===== src/rtl/wb_stage_mux_pkg.sv =====
// Shared encodings for the rysyCore writeback stage.
//   rd_sel codes pick the register-file write source.
//   ld_type codes pick the load width and signedness.
// Codes 3, 6 and 7 of ld_type are reserved. The load extender treats them as full words.
package wb_stage_mux_pkg;

    // Write-data source select
    localparam logic [1:0] RD_IMM  = 2'd0;
    localparam logic [1:0] RD_PCP4 = 2'd1;
    localparam logic [1:0] RD_ALU  = 2'd2;
    localparam logic [1:0] RD_MEM  = 2'd3;

    // Load type
    localparam logic [2:0] LD_B  = 3'd0;
    localparam logic [2:0] LD_H  = 3'd1;
    localparam logic [2:0] LD_W  = 3'd2;
    localparam logic [2:0] LD_BU = 3'd4;
    localparam logic [2:0] LD_HU = 3'd5;

endpackage


===== src/rtl/wb_stage_mux_load_ext.sv =====
// load_ext: combinational load-data extractor and extender.
// Ports:
//   rd_mem  in  XLEN  raw word from data memory (low 32 bits carry the word)
//   ld_type in  3     LD_B / LD_H / LD_W / LD_BU / LD_HU (others behave as LD_W)
//   ld_off  in  2     byte offset of the load address
//   ld_data out XLEN  extracted and extended load value
// XLEN must be at least 32.
module load_ext
    import wb_stage_mux_pkg::*;
#(
    parameter int XLEN = 32
) (
    input  logic [XLEN-1:0] rd_mem,
    input  logic [2:0]      ld_type,
    input  logic [1:0]      ld_off,
    output logic [XLEN-1:0] ld_data
);

    logic [7:0]  byte_sel;
    logic [15:0] half_sel;

    always_comb begin
        byte_sel = rd_mem[7:0];
        case (ld_off)
            2'd0:    byte_sel = rd_mem[7:0];
            2'd1:    byte_sel = rd_mem[15:8];
            2'd2:    byte_sel = rd_mem[23:16];
            default: byte_sel = rd_mem[31:24];
        endcase
    end

    // Halfword loads ignore ld_off[0]. A misaligned halfword reads the aligned half and does not trap.
    always_comb begin
        half_sel = ld_off[1] ? rd_mem[31:16] : rd_mem[15:0];
    end

    always_comb begin
        ld_data = rd_mem;
        case (ld_type)
            LD_B:    ld_data = {{(XLEN-8){byte_sel[7]}}, byte_sel};
            LD_H:    ld_data = {{(XLEN-16){half_sel[15]}}, half_sel};
            LD_BU:   ld_data = {{(XLEN-8){1'b0}}, byte_sel};
            LD_HU:   ld_data = {{(XLEN-16){1'b0}}, half_sel};
            default: ld_data = rd_mem;
        endcase
    end

endmodule


===== src/rtl/wb_stage_mux.sv =====
// wb_stage_mux: writeback stage for rysyCore.
// The stage selects the register-file write data from one of four sources:
//   - the immediate
//   - the delayed PC
//   - the ALU result
//   - the extended load data
// It then registers that data with valid/stall/flush control.
// Ports:
//   clk, rst_n             clock (rising edge), async active-low reset
//   stall                  hold delay line and output register
//   flush                  kill the instruction captured this edge (out_valid <= 0)
//   in_valid               inputs carry a real instruction
//   rd_sel                 write-data source (RD_IMM/RD_PCP4/RD_ALU/RD_MEM)
//   rd_addr_in             destination register
//   imm, pc, alu_out       data sources; pc goes through a PC_DELAY-deep delay line
//   rd_mem, ld_type, ld_off  raw load word and its extraction controls
//   out_valid, rd_addr_out, rd_d  registered result
//   rd_we                  out_valid and destination is not x0
module wb_stage_mux
    import wb_stage_mux_pkg::*;
#(
    parameter int XLEN     = 32,
    parameter int RADDR_W  = 5,
    parameter int PC_DELAY = 1
) (
    input  logic               clk,
    input  logic               rst_n,
    input  logic               stall,
    input  logic               flush,
    input  logic               in_valid,
    input  logic [1:0]         rd_sel,
    input  logic [RADDR_W-1:0] rd_addr_in,
    input  logic [XLEN-1:0]    imm,
    input  logic [XLEN-1:0]    pc,
    input  logic [XLEN-1:0]    alu_out,
    input  logic [XLEN-1:0]    rd_mem,
    input  logic [2:0]         ld_type,
    input  logic [1:0]         ld_off,
    output logic               out_valid,
    output logic [RADDR_W-1:0] rd_addr_out,
    output logic [XLEN-1:0]    rd_d,
    output logic               rd_we
);

    // PC delay line.
    // pc_chain[0] is the live pc, and pc_chain[k] is the output of stage k-1.
    // The line shifts whenever stall is low, independent of in_valid and flush.
    logic [XLEN-1:0] pc_chain [PC_DELAY+1];
    logic [XLEN-1:0] old_pc;

    assign pc_chain[0] = pc;

    for (genvar g = 0; g < PC_DELAY; g++) begin : g_pc_stage
        logic [XLEN-1:0] stage_d;
        logic [XLEN-1:0] stage_q;

        always_comb begin
            stage_d = stall ? stage_q : pc_chain[g];
        end

        always_ff @(posedge clk or negedge rst_n) begin
            if (!rst_n) begin
                stage_q <= '0;
            end else begin
                stage_q <= stage_d;
            end
        end

        assign pc_chain[g+1] = stage_q;
    end

    assign old_pc = pc_chain[PC_DELAY];

    // Write-data select
    logic [XLEN-1:0] ld_data;
    logic [XLEN-1:0] sel_data;

    load_ext #(
        .XLEN(XLEN)
    ) u_load_ext (
        .rd_mem  (rd_mem),
        .ld_type (ld_type),
        .ld_off  (ld_off),
        .ld_data (ld_data)
    );

    always_comb begin
        sel_data = alu_out;
        case (rd_sel)
            RD_IMM:  sel_data = imm;
            RD_PCP4: sel_data = old_pc;
            RD_ALU:  sel_data = alu_out;
            RD_MEM:  sel_data = ld_data;
            default: sel_data = alu_out;
        endcase
    end

    // Output register.
    // The priority order is flush, then stall, then normal capture.
    // Flush clears only the valid bit. Data and address keep their old values.
    logic               out_valid_d, out_valid_q;
    logic [RADDR_W-1:0] rd_addr_d, rd_addr_q;
    logic [XLEN-1:0]    rd_data_d, rd_data_q;

    always_comb begin
        out_valid_d = out_valid_q;
        rd_addr_d   = rd_addr_q;
        rd_data_d   = rd_data_q;
        if (flush) begin
            out_valid_d = 1'b0;
        end else if (!stall) begin
            out_valid_d = in_valid;
            rd_addr_d   = rd_addr_in;
            rd_data_d   = sel_data;
        end
    end

    always_ff @(posedge clk or negedge rst_n) begin
        if (!rst_n) begin
            out_valid_q <= 1'b0;
            rd_addr_q   <= '0;
            rd_data_q   <= '0;
        end else begin
            out_valid_q <= out_valid_d;
            rd_addr_q   <= rd_addr_d;
            rd_data_q   <= rd_data_d;
        end
    end

    assign out_valid   = out_valid_q;
    assign rd_addr_out = rd_addr_q;
    assign rd_d        = rd_data_q;
    // Writes to x0 are never forwarded to the register file
    assign rd_we       = out_valid_q && (rd_addr_q != '0);

endmodule


===== config.mk =====
export PLATFORM = sky130hd
export DESIGN_NAME = wb_stage_mux
export DESIGN_NICKNAME = d
export VERILOG_FILES = /design/src/rtl/wb_stage_mux_pkg.sv /design/src/rtl/wb_stage_mux_load_ext.sv /design/src/rtl/wb_stage_mux.sv
export SDC_FILE = /design/constraint.sdc
export NUM_CORES = 1
export LEC_CHECK = 0
export ABC_CLOCK_PERIOD_IN_PS = 2600
export CAP_MARGIN = 20
export CORE_MARGIN = 8
export CORE_UTILIZATION = 40
export DETAILED_ROUTE_END_ITERATION = 8
export PLACE_DENSITY = 0.86
export SETUP_SLACK_MARGIN = 0.05
export SLEW_MARGIN = 0
export SYNTH_ARGS = -nofsm -noshare
export SYNTH_HDL_FRONTEND = slang
export SYNTH_SLANG_ARGS = --single-unit

===== constraint.sdc =====
create_clock -name clk -period 2.6 [get_ports clk]
set_input_delay 0.26 -clock clk [delete_from_list [all_inputs] [get_ports clk]]
set_output_delay 0.26 -clock clk [all_outputs]
set_load 0.02 [all_outputs]

# Word level (Yosys, flattened, before mapping)
# Index checks and enable logic that the tools add are counted.
[totals] mem_count=0 ram_bits=0 inputBits=145 ff_bits=70 word_cells=27 rom_bits=0 output_inout_bits=39 latchBits=0
[op_classes] mul=0 mux=6 bitwise_logic=2 div_mod_pow=0 reduce_logical=6 shifts=0 n_addsub=0 eq_ne=9 magnitude_cmp=0
[ops] op="case mux 32 bit (4 select lines)" n=2
[ops] op="case mux 8 bit (3 select lines)" n=1
[ops] op="2-to-1 mux 16 bit" n=1
[ops] op="equality test 2 bit (second input constant)" n=3
[ops] op="equality test 3 bit (second input constant)" n=2
[ops] op="nonzero test 5 bit" n=1
[ops] op="equality test 2 x 1 -> 1 bit (second input constant)" n=2
[ops] op="logical NOT 2 bit" n=2
[ops] op="equality test 3 x 1 -> 1 bit (second input constant)" n=1
[ops] op="logical NOT 3 bit" n=1
[ops] op="2-to-1 mux 1 bit" n=2
[ops] op="inequality test 2 x 1 -> 1 bit (second input constant)" n=1
[ops] op="inverter 1 bit" n=2
[ops] op="AND reduction 2 bit" n=1
[ops] op="logical AND 1 bit" n=1

# Logic depth before layout (Yosys ltp)
[depth] word_depth=4 mapped_depth=8 mapped_depth_nobuf=4

# By module
# Synthesis repeated with hierarchy kept, for this count alone.
[hier_totals] hier_cells=321 area_unflattened_um2=4251.6
[modules_own_cells] mod="wb_stage_mux" instances=1 area_each_um2=3528.4 seq_area_each_um2=1751.7 cells_per_inst=190
[modules_own_cells] mod="load_ext" instances=1 area_each_um2=723.2 seq_area_each_um2=0.0 cells_per_inst=131

# Worst setup path after synthesis
# No wires, ideal clock.
[synth_path] path_kind="input to register" startpoint="input port ld_off[1]" endpoint="register rd_data_q[13] (netlist: rd_d[13])" stages=6 setup_ps=126 path_buffers=2 required_time_ps=2474 setup_slack_ps=1023 arrival_ps=1451 path_cell_list="buf_2 -> buf_2 -> mux2_2 -> a21oi_1 -> o21ai_0 -> a221o_1"
[synth_between] elab_chain_len=4 word_cells_on_any_way=7 classes_between="eq/ne: 2; mux: 4; reduce/logical: 1"
[synth_rtl] item="from (decl)" line_no="wb_stage_mux.sv:38" text="input logic [1:0] ld_off,"
[synth_rtl] item="equality test 2 bit, or another cell as far along" line_no="wb_stage_mux_load_ext.sv:24" text="case (ld_off)"
[synth_rtl] item="case mux 8 bit (3 select lines)" line_no="wb_stage_mux_load_ext.sv:24"
[synth_rtl] item="case mux 32 bit (4 select lines) (*)" line_no="wb_stage_mux_load_ext.sv:39" text="case (ld_type)"
[synth_rtl] item="case mux 32 bit (4 select lines) (*)" line_no="wb_stage_mux.sv:89" text="case (rd_sel)"
[synth_rtl] item="to (signal assigned)" line_no="wb_stage_mux.sv:126" text="rd_data_q <= rd_data_d;"
[synth_rtl] item="to (decl)" line_no="wb_stage_mux.sv:103" text="logic [XLEN-1:0] rd_data_d, rd_data_q;"
# Every way passes the cells marked *; elsewhere a longest branch is shown, timed or not.
# A chain may end at the register's enable or synchronous reset.

# Worst setup path in the final report
[layout_path] startpoint="register rd_addr_q[0] (netlist: rd_addr_out[0])" endpoint="output port rd_we"
[layout_between] elab_chain_len=2
[layout_rtl] item="from (decl)" line_no="wb_stage_mux.sv:102" text="logic [RADDR_W-1:0] rd_addr_d, rd_addr_q;"
[layout_rtl] item="from (signal assigned)" line_no="wb_stage_mux.sv:125" text="rd_addr_q <= rd_addr_d;"
[layout_rtl] item="nonzero test 5 bit" line_no="wb_stage_mux.sv:134" text="assign rd_we = out_valid_q && (rd_addr_q != '0);"
[layout_rtl] item="logical AND 1 bit" line_no="wb_stage_mux.sv:134"
[layout_rtl] item="to (decl)" line_no="wb_stage_mux.sv:42" text="output logic rd_we"
# Every way passes these cells.

==> results.json <==
{
  "cts.clk_slew.worst_paths_ns": 0.08,
  "fin_crit_sh": 0.8778,
  "skew_ns": 0.01086,
  "dieArea_um2": 13620,
  "post_cts_buffers": 0,
  "ant_nets": 0,
  "critPathSlowestCell": "clkdlybuf4s50_1",
  "syn_area_um2": 4055,
  "cp_max_fo": 3,
  "highest_layer": "met4",
  "grt_pass1_wl_mm": 21.85,
  "fin_util": 0.6274,
  "avgViaCountPerCell": 5.460,
  "post_cts_resized": 0,
  "insertion_delay_ns": 0.35,
  "die_y_um": 116.7,
  "wl_met3_mm": 1.406,
  "leakage_nw": 2.565,
  "fmax_mhz": 438.1,
  "dp_hpwl_mm": 11.17,
  "synth_top_family_by_area": "compound AO/OA/AOI/OAI gates",
  "core_area_um2": 9819,
  "setup_violations": 0,
  "drt_first_pass_iters": 4,
  "nets": 722,
  "setup_tns_ns": 0,
  "htree_num_levels": 3,
  "power_density_nw_per_um2": 522.9,
  "wl_met2_mm": 7.080,
  "synth_cell_types": 42,
  "wl_per_cell_um": 20.26,
  "drt-total-wl_mm": 14.44,
  "seq_area_frac_synth": 0.4320,
  "diodes": 0,
  "drt-met1-wl_mm": 5.712,
  "io_pins": 184,
  "place_congestion": 0.8899,
  "ys.flop_type": "dfrtp_1",
  "final.min_clock_period_ns": 2.282,
  "crit_chain": "or4_1 -> o21a_1 -> clkdlybuf4s50_1",
  "crit_required_ns": 2.34,
  "tightest_slew_ns": 0.9176,
  "hold_class": "in2async",
  "synth_top_area_cell": "dfrtp_1",
  "post-synth-top-count-cell": "dfrtp_1",
  "netlist_instances": 409,
  "clock-sinks": 70,
  "synth_area_per_cell_um2": 9.915,
  "rows": 36,
  "hold_buffers": 0,
  "area_growth_pct": 51.93,
  "yosys_warnings": 0,
  "synth-xor-area-share": 0,
  "worstSetupStartpointType": "flip-flop",
  "antenna_found_initial": 0,
  "slew_viol_final": 0,
  "synth_common_cells": "dfrtp_1 (70), mux2_2 (39), a21oi_1 (33), nor2_1 (33), mux2i_1 (30)",
  "grt_max_degree": 71,
  "yosys.area_share.simple": 0.09040,
  "grt_setup_unrepaired": "no",
  "r2r_cells": 4,
  "maxCapViolations": 0,
  "synth.area.mux_share": 0.1898,
  "vias": 3893,
  "drive_gt1_frac": 0.1276,
  "clockRootBuffer": "clkbuf_8",
  "grt_pass1_vias": 4183,
  "hold_viol_final": 0,
  "async_reset_ff_frac": 1.000,
  "slowest_delay_ns": 0.55,
  "cts_buffer_depth": 2,
  "synth_top_area_frac": 0.4320,
  "synthTopCellsByArea": "dfrtp_1 (43%), mux2_2 (11%), mux2i_1 (7.4%), a21oi_1 (4.1%), o211ai_1 (3.1%)",
  "ys_ff_latch": 70,
  "syn_nets": 554,
  "synth_fa_ha_area_frac": 0,
  "die_w_um": 116.7,
  "start_util": 0.4130,
  "cp.arrival_ns": 2.02,
  "port_buffers": 183,
  "synth_edf_count": 0,
  "drt_iter0_drc": 307,
  "status": "finished, final reports clean",
  "cts_tree": "yes",
  "drc": 0,
  "crit_path_end_kind": "primary output",
  "peakVddDrop_v": 0.0002824,
  "grt_overflow": 0,
  "max-slew-margin-rel": 0.3883,
  "grt_use_total": 0.2111,
  "cts_made_buffers": 9,
  "synth_compound_area_frac": 0.2274,
  "timing_worst_setup_path_type": "reg2out"
}
layout make-up:
cell class / count / area [um2]
clock buffer: 13 / 158.9
clock inverter: 1 / 30.03
fill: 841 / 3659
inverter: 19 / 71.32
multi-input combinational: 282 / 2061
sequential: 70 / 1752
tap: 133 / 166.4
timing repair buffer: 195 / 1922
worst paths after layout:
| kind | start | end | slack [ns] |
|---|---|---|---|
| min in group clk | stall | g_pc_stage[0].stage_q[2] | 0.29 |
| worst max-delay path | rd_addr_out[0] | rd_we | 0.32 |
| worst min-delay path | rst_n | rd_d[8] | 0.02 |
| worst max register to register | g_pc_stage[0].stage_q[6] | rd_d[6] | 1.55 |
| worst min register to register | rd_addr_out[0] | rd_addr_out[0] | 0.50 |
| max in group asynchronous | rst_n | g_pc_stage[0].stage_q[1] | 1.96 |
cells by family after synthesis:
| kind of cell | Yosys count |
|---|---|
| simple gates | 77 |
| compound gates | 134 |
| flops | 70 |
| mux | 71 |
| buf+inv | 57 |
power breakdown:
group	internal [W]	switching, W
Combinational	0.000558	0.000456
Clock	0.000487	0.000406
Sequential	0.00123	0.0000828
stage by stage:
step | setup slack, ns | power (W) | area (um2) | cells | hold WS [ns]
3_5_place_dp | 0.3213 | 0.002350 | 5972 | 699 | 0.4557
4_1_cts | 0.2831 | 0.003246 | 6161 | 713 | 0.06304
6_report | 0.3177 | 0.003222 | 6161 | 713 | 0.02455
2_1_floorplan | 1.023 | 0.001791 | 4055 | 409 | -0.03559
5_1_grt | 0.2733 | 0.003363 | 6161 | 713 | 0.09608
3_3_place_gp | 0.3040 | 0.002323 | 5972 | 699 | 0.4343
placed cells by master (no fill, tap or decap), drive strengths merged:
cell           count
a221o              9
nor3b              6
a311oi             1
o21a               1
nor2              34
o2111ai            5
mux2              41
mux2i             30
nand2             18
nor4               1
o221ai             3
bufinv             1
o2bb2ai            2
o22ai              6
buf               15
and2               2
clkdlybuf4s50    180
and2b              1
nand2b             8
or2                1
a31oi              6
a2bb2oi            9
clkbuf            13
a22oi             17
or4                1
a2111o             1
a21oi             33
a311o              1
inv               19
o211ai            17
nor2b              2
and3               2
dfrtp             70
o21ai             22
or3                1
a31o               1
state kept, by name (all words and copies together) (netlist names):
register	cells
g_pc_stage.stage_q	32
out_valid	1
rd_addr_out	5
rd_d	32
metal layers:
layer / up-vias / global-route usage
met5: - / 0
li1: 1841 / -
met3: 19 / 0.06256
met1: 1871 / 0.2465
met4: 0 / 0.07423
met2: 162 / 0.3600
worst max-delay path: cells and delay by family (launching register included):
family	cells	cell delay, ns
buffers and inverters	1	0.55
AO/OA/AOI/OAI	1	0.19
AND/OR/NAND/NOR	1	0.54
flip-flops	1	0.39
No activity file was read; power rests on OpenSTA's default activity.
